File: config.mk
export PLATFORM = sky130hd
export DESIGN_NAME = receive
export DESIGN_NICKNAME = d
export VERILOG_FILES = /design/src/rtl/receive.sv
export SDC_FILE = /design/constraint.sdc
export NUM_CORES = 1
export LEC_CHECK = 0
export ABC_AREA = 1
export CORE_ASPECT_RATIO = 0.8
export CORE_UTILIZATION = 45
export CTS_BUF_LIST = sky130_fd_sc_hd__clkbuf_16
export CTS_CLUSTER_DIAMETER = 40
export CTS_CLUSTER_SIZE = 10
export DETAILED_ROUTE_END_ITERATION = 6
export PLACE_DENSITY = 0.71
export SETUP_SLACK_MARGIN = 0.2
export SYNTH_ARGS = -nofsm -noshare
export SYNTH_HDL_FRONTEND = slang
export SYNTH_SLANG_ARGS = --single-unit
File: constraint.sdc
create_clock -name clk -period 1.3 [get_ports clk]
set_input_delay 0.26 -clock clk [delete_from_list [all_inputs] [get_ports clk]]
set_output_delay 0.26 -clock clk [all_outputs]
set_load 0.05 [all_outputs]
File: src/rtl/receive.sv
// Receiving end of the counter-timed link: a watchdog armed by ld_cnt waits for the
// transmitter's valid strobe, then shifts in a DW-bit serial word MSB first.
module receive #(
   parameter int DW = 8,
   parameter int CW = 8
) (
   input  logic          clk,
   input  logic          rst,
   input  logic          ld_cnt,
   input  logic          cnt,
   input  logic [CW-1:0] init,
   input  logic          invalid,
   input  logic          sin,
   output logic [DW-1:0] dout,
   output logic          outvalid,
   output logic          timeout,
   output logic          busy
);

   localparam int BW = $clog2(DW) + 1;
   localparam logic [BW-1:0] LAST_BIT = BW'(DW - 1);

   typedef enum logic [1:0] {
      IDLE  = 2'd0,
      ARMED = 2'd1,
      SHIFT = 2'd2
   } state_t;

   state_t        state_q, state_d;
   logic [CW-1:0] cnt_q, cnt_d;
   logic [DW-1:0] shreg_q, shreg_d;
   logic [BW-1:0] bit_q, bit_d;
   logic [DW-1:0] dout_q, dout_d;
   logic          outvalid_q, outvalid_d;
   logic          timeout_q, timeout_d;

   // State and datapath registers
   always_ff @(posedge clk or negedge rst) begin
      if (!rst) begin
         state_q    <= IDLE;
         cnt_q      <= {CW{1'b0}};
         shreg_q    <= {DW{1'b0}};
         bit_q      <= {BW{1'b0}};
         dout_q     <= {DW{1'b0}};
         outvalid_q <= 1'b0;
         timeout_q  <= 1'b0;
      end else begin
         state_q    <= state_d;
         cnt_q      <= cnt_d;
         shreg_q    <= shreg_d;
         bit_q      <= bit_d;
         dout_q     <= dout_d;
         outvalid_q <= outvalid_d;
         timeout_q  <= timeout_d;
      end
   end

   // Next-state logic; ld_cnt overrides everything and aborts a frame silently
   always_comb begin
      state_d    = state_q;
      cnt_d      = cnt_q;
      shreg_d    = shreg_q;
      bit_d      = bit_q;
      dout_d     = dout_q;
      outvalid_d = 1'b0;
      timeout_d  = timeout_q;
      if (ld_cnt) begin
         cnt_d     = init;
         timeout_d = 1'b0;
         state_d   = ARMED;
      end else begin
         case (state_q)
            IDLE: begin
               state_d = IDLE;
            end
            ARMED: begin
               // The strobe wins over an expiry on the same edge
               if (invalid) begin
                  state_d = SHIFT;
                  bit_d   = {BW{1'b0}};
               end else if (cnt && (cnt_q == {CW{1'b0}})) begin
                  timeout_d = 1'b1;
                  state_d   = IDLE;
               end else if (cnt) begin
                  cnt_d = cnt_q - {{(CW-1){1'b0}}, 1'b1};
               end else begin
                  cnt_d = cnt_q;
               end
            end
            SHIFT: begin
               shreg_d = {shreg_q[DW-2:0], sin};
               bit_d   = bit_q + {{(BW-1){1'b0}}, 1'b1};
               if (bit_q == LAST_BIT) begin
                  dout_d     = {shreg_q[DW-2:0], sin};
                  outvalid_d = 1'b1;
                  state_d    = IDLE;
               end else begin
                  state_d = SHIFT;
               end
            end
            default: begin
               state_d = IDLE;
            end
         endcase
      end
   end

   assign dout     = dout_q;
   assign outvalid = outvalid_q;
   assign timeout  = timeout_q;
   assign busy     = (state_q != IDLE);

endmodule

-- After elaboration in Yosys (flattened, before gate mapping)
Cells that the tools add are included.
- input port bits: 14
- output and inout port bits: 11
- bits in registers: 31
- bitwise gates (word level): 1
- multiplexer cells: 19
- eq/ne operators: 7
- reductions and logical operators: 12
- add/subtract/negate cells: 2
- operators by type and width (cell ; number):
    $mux 8 ; 5
    $reduce_bool 2->1 ; 5
    $reduce_and 3->1 ; 3
    $logic_not 8->1 ; 1
    $mux 2 ; 4
    $pmux 4 s2 ; 1
    $sub 8x1->8 const B ; 1
    $mux 1 ; 7
    $ne 2x2->1 const B ; 3
    $add 4x1->4 const B ; 1
    $eq 4x3->1 const B ; 1
    $mux 4 ; 1
    $ne 4x4->1 const B ; 1
    $pmux 2 s2 ; 1
    $reduce_and 4->1 ; 1
    $eq 2x1->1 const B ; 1
    $eq 2x2->1 const B ; 1
    $reduce_and 2->1 ; 1
    $logic_and 1x1->1 ; 1
    $not 1->1 ; 1

-- Depth between registers and ports, before layout
Gate-level depths: netlist of the first run.
- word-level depth: 6
- depth in mapped cells: 10
- depth with buffers taken out: 9

-- Worst setup path before layout of the first run
Ideal clock, no wire load.
- path type: reg2reg
- start: register state_q[0]
- end: register dout_q[3], in the netlist dout[3]
- period minus slack after synthesis: 1392 ps
- stages on the path, launching flop included: 9
- slack: -92 ps
- buffers on the path: 1
- data required time: 1180 ps
- arrival time: 1272 ps
- cell sequence: dfrtp_1 inv_1 ha_1 nand2_2 nor2_4 inv_2 buf_6 nand2_1 o21ai_2
- word-level cells in the longest chain between the ends: 2
- ends and longest elaborated chain (element ; RTL line ; text):
    start, declared ; 29 ; state_t state_q, state_d;
    start signal, assigned ; 48 ; state_q <= state_d;
    $eq 2x2->1 ; 72 ; case (state_q)
    $reduce_and 3->1 (no line) ; -- ;
    end signal, assigned ; 44 ; dout_q <= {DW{1'b0}};
    end signal, assigned ; 52 ; dout_q <= dout_d;
    end, declared ; 33 ; logic [DW-1:0] dout_q, dout_d;
Every way passes these cells.
A chain may end at the register's enable or synchronous reset.

-- Worst setup path after layout of the first run
- start: register state_q[0]
- end: output port busy
- word-level cells in the longest chain between the ends: 1
- ends and longest elaborated chain (element ; RTL line ; text):
    $reduce_bool 2->1 ; 111 ; assign busy = (state_q != IDLE);
    end, declared ; 17 ; output logic busy
Every way passes these cells.

==> metrics.cfg, run 1 <==
[power_and_ir_drop]
power_frac_clock = 0.359
seqPwrFrac = 0.361
power_w = 0.00309
power_switching_w = 0.000972
internal-power_w = 0.00212
switching_share = 0.314
power.density_nw_per_um2 = 1040
p_comb_frac = 0.280
ir_drop_mv = 0.771
leakagePower_nw = 1.36

[clocking]
htreeDepth = 2
tritoncts = done
root_buffer = clkbuf_16
ctsHoldBuffers = 0
clk_pin_slew_ns = 0.05
cts_buffer_depth = 2
insertion_delay_ns = 0.28
cts_buffers = 5
clock-sinks = 31

[setup_path]
arrival_ns = 1.21
slowest_delay_ns = 0.38
end_kind = primary output
worst-setup-path-type = reg2out
worstPathRequired_ns = 1.04
crit_chain = inv_2 > buf_4 > ha_4 > clkinvlp_4 > buf_12
cp_slowest_cell = dfrtp_1
start_kind = flop
worst-path-max-fanout = 2

[routing]
drt_iter0_markers = 112
vias = 1660
wl_per_cell_um = 16.3
vias_per_cell = 5.30
totalWireLength_mm = 5.10
drc_errors = 0
ant_nets = 0
firstDrtPassIters = 4

[die]
initial_utilization = 0.480
dieArea_um2 = 3980
fp-row-count = 19
pin_count = 25
core_region_area_um2 = 3490
die_h_um = 56.6
die_w_um = 70.3

[global_route]
overflow = 0
grt_use_total = 0.248
antenna_found_initial = 0
grt_max_degree = 32
grt_pass1_wl_mm = 7.58
grt_pass1_vias = 1672

[final_layout]
syn2layout_area_growth_pct = 77.9
diodes = 0
finalNetCount = 291
fin_util = 0.854
final_cells = 313
drive_above_1_share = 0.535

[timing]
finalSetupTns_ns = -2.36
drv_slew = 0
period_needed_ns = 1.47
rsz0062_at_grt = yes
setup_viol = 30
timing.fmax_ghz = 0.680
fin_worst_skew_ns = 0.00435
holdWs_ns = 0.348
hold_viol = 0
timing.final.crit_share = 1.13
tightest_slew_ns = 0.306
max-slew-margin-rel = 0.796
fin_ws_ns = -0.171

[status]
violations = setup timing
status = complete, but fails checks

[yosys]
synth_top_cells_by_count = nand2_1, dfrtp_1, inv_1, o21ai_0, nand3_1
synth_area_leader_cell = dfrtp_1
ys_async_sr_fraction = 1.00
synthTopCellsByArea = dfrtp_1, nand2_1, o21ai_2
synth_area_per_cell_um2 = 8.52
synth_edf_count = 0
netlist.area_leader.share = 0.462
ys_ff_latch = 31
yosysMostFrequentCell = nand2_1
ys_warn_count = 0
synth_cell_types = 28
yosysSeqAreaShare = 0.462
syn_nets = 217
synthFlopType = dfrtp_1
synth_area_um2 = 1680
synth_cells = 197

[placed_design]
placed_cells = 282
gp_congestion = 0.850
dpl.hpwl_mm = 2.66
io_buffers = 24

[hold_path]
min_path_type = in2async

[run]
drv_cap = 0

flip-flops by register name, summed over array words and instances (netlist names):
| signal | cells |
|---|---|
| shreg_q | 7 |
| cnt_q | 8 |
| outvalid | 1 |
| bit_q | 4 |
| timeout | 1 |
| dout | 8 |
| state_q | 2 |
per-stage QoR:
stage | area [µm²] | worst slack (ns)
after floorplan | 1770 | -0.0459
after global placement | 2330 | -0.212
after detailed placement | 2330 | -0.283
after CTS | 2770 | -0.158
after global routing | 2980 | -0.234
final | 2980 | -0.171
logic make-up (layout without fill, tap and decap cells):
| logic type | count (synthesis) | in the layout | share of synthesized area |
|---|---|---|---|
| and+or+nand+nor | 89 | 90 | 0.253 |
| adders and majority gates | 6 | 6 | 0.0447 |
| xor gates and xnor gates | 1 | 1 | 0.00522 |
| DFF | 31 | 31 | 0.462 |
| buffers and inverters | 33 | 106 | 0.0895 |
| AOI/OAI and AO/OA | 37 | 37 | 0.145 |
layout make-up:
cell class,instances,area [µm²]
multi-input combinational,134,1080
timing repair buffer,71,821
sequential,31,778
fill,162,510
clock buffer,5,125
inverter,28,115
tap,42,52.6
clock inverter,2,8.76
worst max-delay path: cells and delay by family (launching register included):
kind	cells	cell delay [ns]
buffers and inverters	4	0.42
DFF	1	0.38
adders and majority gates	1	0.14
path summary, 6_finish.rpt:
kind	depth (start not counted)	to	startpoint	slack, ns
setup / recovery	5	busy	state_q[0]$_DFFE_PN0P_	-0.17
hold / removal	2	dout[7]$_DFFE_PN0P_	rst	0.35
max in group asynchronous	2	dout[2]$_DFFE_PN0P_	rst	0.76
hold reg to reg	2	shreg_q[4]$_DFFE_PN0P_	shreg_q[4]$_DFFE_PN0P_	0.49
setup reg to reg	8	bit_q[1]$_DFFE_PN0P_	state_q[0]$_DFFE_PN0P_	-0.16
min in group clk	2	shreg_q[4]$_DFFE_PN0P_	shreg_q[4]$_DFFE_PN0P_	0.49
power by group through the flow:
stage                     sequential (W)  combinational (W)  clock, W
after floorplan                  0.00112           0.000388         0
after global placement           0.00112           0.000626         0
after detailed placement         0.00112           0.000654         0
after CTS                        0.00111           0.000742   0.00110
after global routing             0.00112           0.000949   0.00115
final                            0.00112           0.000868   0.00111
layout by cell type, fill, tap and decap left out, types with 2 or more instances in the layout:
master           count
nand3_1             10
buf_4               30
clkbuf_16            5
dfrtp_1             29
nand2_8              4
o21ai_0              5
nand2_1             30
inv_4                2
nand4_1              3
o21ai_2             17
buf_12              13
a21oi_2              3
nand3_2              3
nand2_2             12
nand2_4             13
o21ai_1              8
nor2_1               5
inv_2                6
inv_1               18
nor2_4               7
dfrtp_2              2
clkinv_2             2
buf_6               12
buf_16               2
ha_4                 5
clkdlybuf4s50_1     13
layer usage:
metal / part of all wire / track usage / vias up
met5: 0 / 0 / -
met4: 0.015 / 0.0971 / 0
met3: 0.051 / 0.0646 / 9
met2: 0.52 / 0.405 / 72
met1: 0.42 / 0.313 / 801
li1: - / - / 778
timing repair:
item | 4_1_cts | 5_1_grt
pin swaps | 18 | 8
endpoints found under the setup margin | 38 | 41
setup buffers | 11 | 10
cloned | 3 | 0
endpoints found under the hold margin | 0 | 0
resized for setup | 46 | 34
Note: power is estimated with default switching activity, not from simulation.
==> inputs of run 2 (changes only) <==
--- a/config.mk
+++ b/config.mk
@@ -13,7 +13,7 @@
 export CTS_CLUSTER_SIZE = 10
 export DETAILED_ROUTE_END_ITERATION = 6
 export PLACE_DENSITY = 0.71
-export SETUP_SLACK_MARGIN = 0.2
+export SETUP_SLACK_MARGIN = 0.02
 export SYNTH_ARGS = -nofsm -noshare
 export SYNTH_HDL_FRONTEND = slang
 export SYNTH_SLANG_ARGS = --single-unit
==> metrics.cfg, run 2 (same netlist as run 1, synthesis figures left out) <==
[status]
status = complete, but fails checks
violations = setup timing

[clocking]
ctsHoldBuffers = 0  ; unchanged
cts_buffer_depth = 2  ; unchanged
insertion_delay_ns = 0.28  ; about the same
clock-sinks = 31  ; unchanged
cts_buffers = 5  ; unchanged
htreeDepth = 2  ; unchanged
tritoncts = done
root_buffer = clkbuf_16
clk_pin_slew_ns = 0.05  ; about the same

[routing]
firstDrtPassIters = 4  ; unchanged
wl_per_cell_um = 15.1  ; -7.4%
drc_errors = 0  ; unchanged
vias_per_cell = 5.16  ; -2.7%
drt_iter0_markers = 140  ; +25%
totalWireLength_mm = 4.54  ; -11%
ant_nets = 0  ; unchanged
vias = 1554  ; -6.4%

[timing]
holdWs_ns = 0.340  ; -0.00842 ns
fin_ws_ns = -0.115  ; +0.0565 ns
finalSetupTns_ns = -1.12  ; +1.24 ns
rsz0062_at_grt = yes
period_needed_ns = 1.41  ; -0.0565 ns
fin_worst_skew_ns = 0.00425  ; -0.0000960 ns
timing.final.crit_share = 1.09  ; -0.0435
drv_slew = 0  ; unchanged
timing.fmax_ghz = 0.707  ; +4.0%
max-slew-margin-rel = 0.830  ; +0.0348
tightest_slew_ns = 0.254  ; -0.0522 ns
hold_viol = 0  ; unchanged
setup_viol = 22  ; -27%

[setup_path]
start_kind = flop
worst-path-max-fanout = 2  ; unchanged
worstPathRequired_ns = 1.04  ; about the same
reg2reg_to = cnt_q[5]$_DFFE_PN0P_
worst-setup-path-type = reg2out
crit_start = state_q[0]$_DFFE_PN0P_
rr_startpoint = state_q[1]$_DFFE_PN0P_
end_kind = primary output
endpoint = busy
r2r_cells = 7  ; -1
arrival_ns = 1.15  ; -0.06 ns
reg2reg_slack_ns = -0.09  ; +0.07 ns

[global_route]
use_met2 = 0.361  ; -0.0449
grt_use_total = 0.238  ; -0.00943
grt_pass1_vias = 1504  ; -10%
met3_usage = 0.0610  ; -0.00359
grt_max_degree = 32  ; unchanged
overflow = 0  ; unchanged
grt_pass1_wl_mm = 7.14  ; -5.7%
top_usage_layer = met2
antenna_found_initial = 0  ; unchanged
grt_use_met1 = 0.329  ; +0.0162

[power_and_ir_drop]
power_w = 0.00328  ; +5.8%
internal-power_w = 0.00232  ; +9.5%
switching_share = 0.291  ; -0.0237
p_comb_frac = 0.255  ; -0.025
ir_drop_mv = 0.971  ; +26%
power.density_nw_per_um2 = 1180  ; +14%
power_switching_w = 0.000951  ; -2.1%
leakagePower_nw = 1.28  ; -5.4%
seqPwrFrac = 0.339  ; -0.022
power_frac_clock = 0.405  ; +0.046

[final_layout]
drive_above_1_share = 0.456  ; -0.0795
finalNetCount = 278  ; -4.5%
final_common_cell = nand2_1
n_fill_cell = 200  ; +23%
area.sequential_um2 = 776  ; -0.32%
syn2layout_area_growth_pct = 65.5
most-common-layout-cells = nand2_1, dfrtp_1, buf_4, inv_1
multiInputGateArea_um2 = 1000  ; -7.4%
diodes = 0  ; unchanged

[placed_design]
io_buffers = 24  ; unchanged
gp_congestion = 1.02  ; +20%
dpl.hpwl_mm = 2.67  ; +0.58%

[die]
die_h_um = 56.6  ; unchanged
fp-row-count = 19  ; unchanged
pin_count = 25  ; unchanged
die_w_um = 70.3  ; unchanged
initial_utilization = 0.480  ; unchanged
dieArea_um2 = 3980  ; unchanged
core_region_area_um2 = 3490  ; unchanged

[hold_path]
min_path_type = in2async

[run]
drv_cap = 0  ; unchanged

## run 2: metrics by stage
step                      instance area, µm²  setup WS, ns  cells  utilization
final                                   2780        -0.115    301        0.795
after global routing                    2780        -0.141    301        0.795
after CTS                               2630       -0.0843    298        0.753
after detailed placement                2320        -0.259    285        0.665
after global placement                  2320        -0.223    285        0.665
after floorplan                         1740       -0.0459    197            -
## run 2: worst max-delay path, stage by stage (launching register included)
cell	delay [ns]
dfrtp_1	0.39
inv_2	0.08
buf_6	0.11
ha_4	0.13
inv_4	0.04
buf_12	0.13
## run 2: worst min-delay path by stage
stage                                  end  slack [ns]  cells after the start
floorplan             bit_q[0]$_DFFE_PN0P_       -0.04                      0
global placement    shreg_q[0]$_DFFE_PN0P_        0.46                      2
detailed placement     dout[7]$_DFFE_PN0P_        0.46                      2
CTS                 state_q[1]$_DFFE_PN0P_        0.35                      2
global route           dout[0]$_DFFE_PN0P_        0.36                      2
finish                 dout[0]$_DFFE_PN0P_        0.34                      2
## run 2: what timing repair did
| item | in CTS | in global routing |
|---|---|---|
| gates resized for setup | 26 | 26 |
| setup buffers | 4 | 2 |
| endpoints found under the setup margin | 11 | 25 |
| gates cloned | 1 | 1 |
| pin swaps | 15 | 9 |
## run 2: cell type report
| class | instances | share of cell area |
|---|---|---|
| well taps | 42 | 0.0189 |
| clock inverters | 3 | 0.0158 |
| flip-flops and latches | 31 | 0.279 |
| multi-input cells | 134 | 0.361 |
| repair buffers | 58 | 0.239 |
| inverters | 28 | 0.0410 |
| clock buffers | 5 | 0.0450 |
## run 2: routing by layer
layer  up-vias  wire length [µm]
met2        46              2180
met5         -                 0
met1       747              2090
met4         0                68
met3         7               206
li1        754                 -
## run 2: power groups by stage
stage                     Clock, W  Sequential (W)  Combinational, W
after floorplan                  0         0.00112          0.000372
after global placement           0         0.00112          0.000656
after detailed placement         0         0.00112          0.000670
after CTS                  0.00134         0.00110          0.000745
after global routing       0.00140         0.00112          0.000910
final                      0.00133         0.00111          0.000836
==> inputs of run 3 (changes only) <==
--- a/config.mk
+++ b/config.mk
@@ -12,8 +12,11 @@
 export CTS_CLUSTER_DIAMETER = 40
 export CTS_CLUSTER_SIZE = 10
 export DETAILED_ROUTE_END_ITERATION = 6
+export HOLD_SLACK_MARGIN = 0.12
 export PLACE_DENSITY = 0.71
+export REMOVE_ABC_BUFFERS = 1
 export SETUP_SLACK_MARGIN = 0.02
+export SLEW_MARGIN = 20
 export SYNTH_ARGS = -nofsm -noshare
 export SYNTH_HDL_FRONTEND = slang
 export SYNTH_SLANG_ARGS = --single-unit
==> metrics.cfg, run 3 (same netlist as run 1, synthesis figures left out) <==
[status]
status = complete, but fails checks
violations = setup timing

[timing]
fin_worst_skew_ns = 0.00614  ; +0.00189 ns
timing.fmax_ghz = 0.703  ; -0.57%
rsz0062_at_grt = yes
tightest_slew_ns = 0.375  ; +0.120 ns
timing.final.crit_share = 1.09  ; +0.00620
fin_ws_ns = -0.123  ; -0.00806 ns
period_needed_ns = 1.42  ; +0.00806 ns
setup_viol = 21  ; -4.5%
finalSetupTns_ns = -1.06  ; +0.0560 ns
holdWs_ns = 0.337  ; -0.00309 ns
hold_viol = 0  ; unchanged
max-slew-margin-rel = 0.748  ; -0.0828
drv_slew = 0  ; unchanged

[setup_path]
end_kind = primary output
slowest_delay_ns = 0.39  ; about the same
worstPathRequired_ns = 1.04  ; about the same
arrival_ns = 1.16  ; about the same
cp_slowest_cell = dfrtp_1
start_kind = flop
crit_start = state_q[1]$_DFFE_PN0P_
rr_startpoint = cnt_q[0]$_DFFE_PN0P_
crit_family = flip-flops
crit_chain = inv_2 > buf_6 > ha_4 > inv_4 > buf_12
crit_buf_inv = 4  ; unchanged
worst-setup-path-type = reg2out
worst-path-max-fanout = 2  ; unchanged

[global_route]
grt_max_degree = 32  ; unchanged
grt_pass1_vias = 1489  ; -1.0%
antenna_found_initial = 0  ; unchanged
grt_use_total = 0.229  ; -0.00924
grt_pass1_wl_mm = 6.91  ; -3.3%
overflow = 0  ; unchanged

[die]
core_region_area_um2 = 3490  ; unchanged
dieArea_um2 = 3980  ; unchanged
die_h_um = 56.6  ; unchanged
die_w_um = 70.3  ; unchanged
pin_count = 25  ; unchanged
fp-row-count = 19  ; unchanged
initial_utilization = 0.480  ; unchanged

[final_layout]
finalNetCount = 275  ; -1.1%
syn2layout_area_growth_pct = 62.1
final_common_cell = nand2_1
drive_above_1_share = 0.451  ; -0.00462
multiInputGateArea_um2 = 980  ; -2.4%
fin_util = 0.778  ; -0.0165
diodes = 0  ; unchanged
most-common-layout-cells = nand2_1, dfrtp_1, buf_4, inv_1, o21ai_2
area.sequential_um2 = 777  ; +0.16%
n_fill_cell = 210  ; +5.0%

[routing]
drt_iter0_markers = 82  ; -41%
drc_errors = 0  ; unchanged
wl_met1_mm = 1.93  ; -7.5%
dr.max_layer_used = met4
ant_nets = 0  ; unchanged
wl_met3_um = 275  ; +33%
vias_per_cell = 5.13  ; -0.61%
wl_per_cell_um = 15.9  ; +5.4%
totalWireLength_mm = 4.73  ; +4.0%
wl_met2_mm = 2.45  ; +13%
vias = 1524  ; -1.9%
firstDrtPassIters = 4  ; unchanged

[placed_design]
dpl.hpwl_mm = 2.55  ; -4.7%
gp_congestion = 0.936  ; -8.6%
io_buffers = 24  ; unchanged
dp_slack_ns = -0.264  ; -0.00490 ns

[clocking]
clock-sinks = 31  ; unchanged
insertion_delay_ns = 0.28  ; about the same
cts_buffer_depth = 2  ; unchanged
cts_buffers = 5  ; unchanged
tritoncts = done
root_buffer = clkbuf_16
htreeDepth = 2  ; unchanged
clk_pin_slew_ns = 0.05  ; about the same

[hold_path]
min_path_type = in2async

[power_and_ir_drop]
ir_drop_mv = 0.896  ; -7.7%
leakagePower_nw = 1.25  ; -2.3%
power.density_nw_per_um2 = 1220  ; +3.6%

[run]
drv_cap = 0  ; unchanged

## run 3: cell count changes in the layout (fill, tap and decap cells not counted), moves of 2 or more
cell     before  now
buf_4        27   21
nand2_4      13    7
nand2_1      34   39
buf_6         4    8
nor2_4        4    7
nand3_1      12   10
nand3_2       1    3
nor2_1        7    5
## run 3: where the power goes
group | total, W | switching (W) | leakage [nW] | internal (W)
clock network | 0.00129 | 0.000403 | 0.0811 | 0.000884
registers | 0.00112 | 0.0000745 | 0.413 | 0.00105
logic | 0.000915 | 0.000502 | 0.760 | 0.000412
total | 0.00332 | 0.000979 | 1.25 | 0.00234
## run 3: timing repair
action	CTS	global route
gates resized for setup	41	27
hold buffers	0	0
buffers inserted	2	2
cloned	1	0
endpoints found under the setup margin	24	30
pin swaps	23	20
## run 3: routing by layer
metal	global-route usage	up-vias
li1	-	750
met5	0	-
met3	0.0880	6
met2	0.358	39
met1	0.291	729
met4	0.0771	0
## run 3: final cells by class
type                            count  area share
Clock buffer                        5      0.0460
Clock inverter                      2      0.0124
Inverter                           28      0.0419
Multi-Input combinational cell    134       0.360
Sequential cell                    31       0.286
Tap cell                           42      0.0193
Timing Repair Buffer               55       0.235
## run 3: path summary, 6_finish.rpt
path,end,slack (ns),cells after the start
worst max-delay path,busy,-0.12,5
worst min-delay path,dout[5]$_DFFE_PN0P_,0.34,2
worst max register to register,cnt_q[2]$_DFFE_PN0P_,-0.09,9
worst min register to register,shreg_q[0]$_DFFE_PN0P_,0.48,2
max in group asynchronous,cnt_q[2]$_DFFE_PN0P_,0.78,2
min in group clk,shreg_q[0]$_DFFE_PN0P_,0.48,2
## run 3: metrics by stage
step | power, W | instance area [µm²] | cells
after detailed placement | 0.00176 | 2270 | 285
after global routing | 0.00346 | 2720 | 297
final | 0.00332 | 2720 | 297
after CTS | 0.00318 | 2610 | 295
after global placement | 0.00175 | 2270 | 285
after floorplan | 0.00145 | 1640 | 192
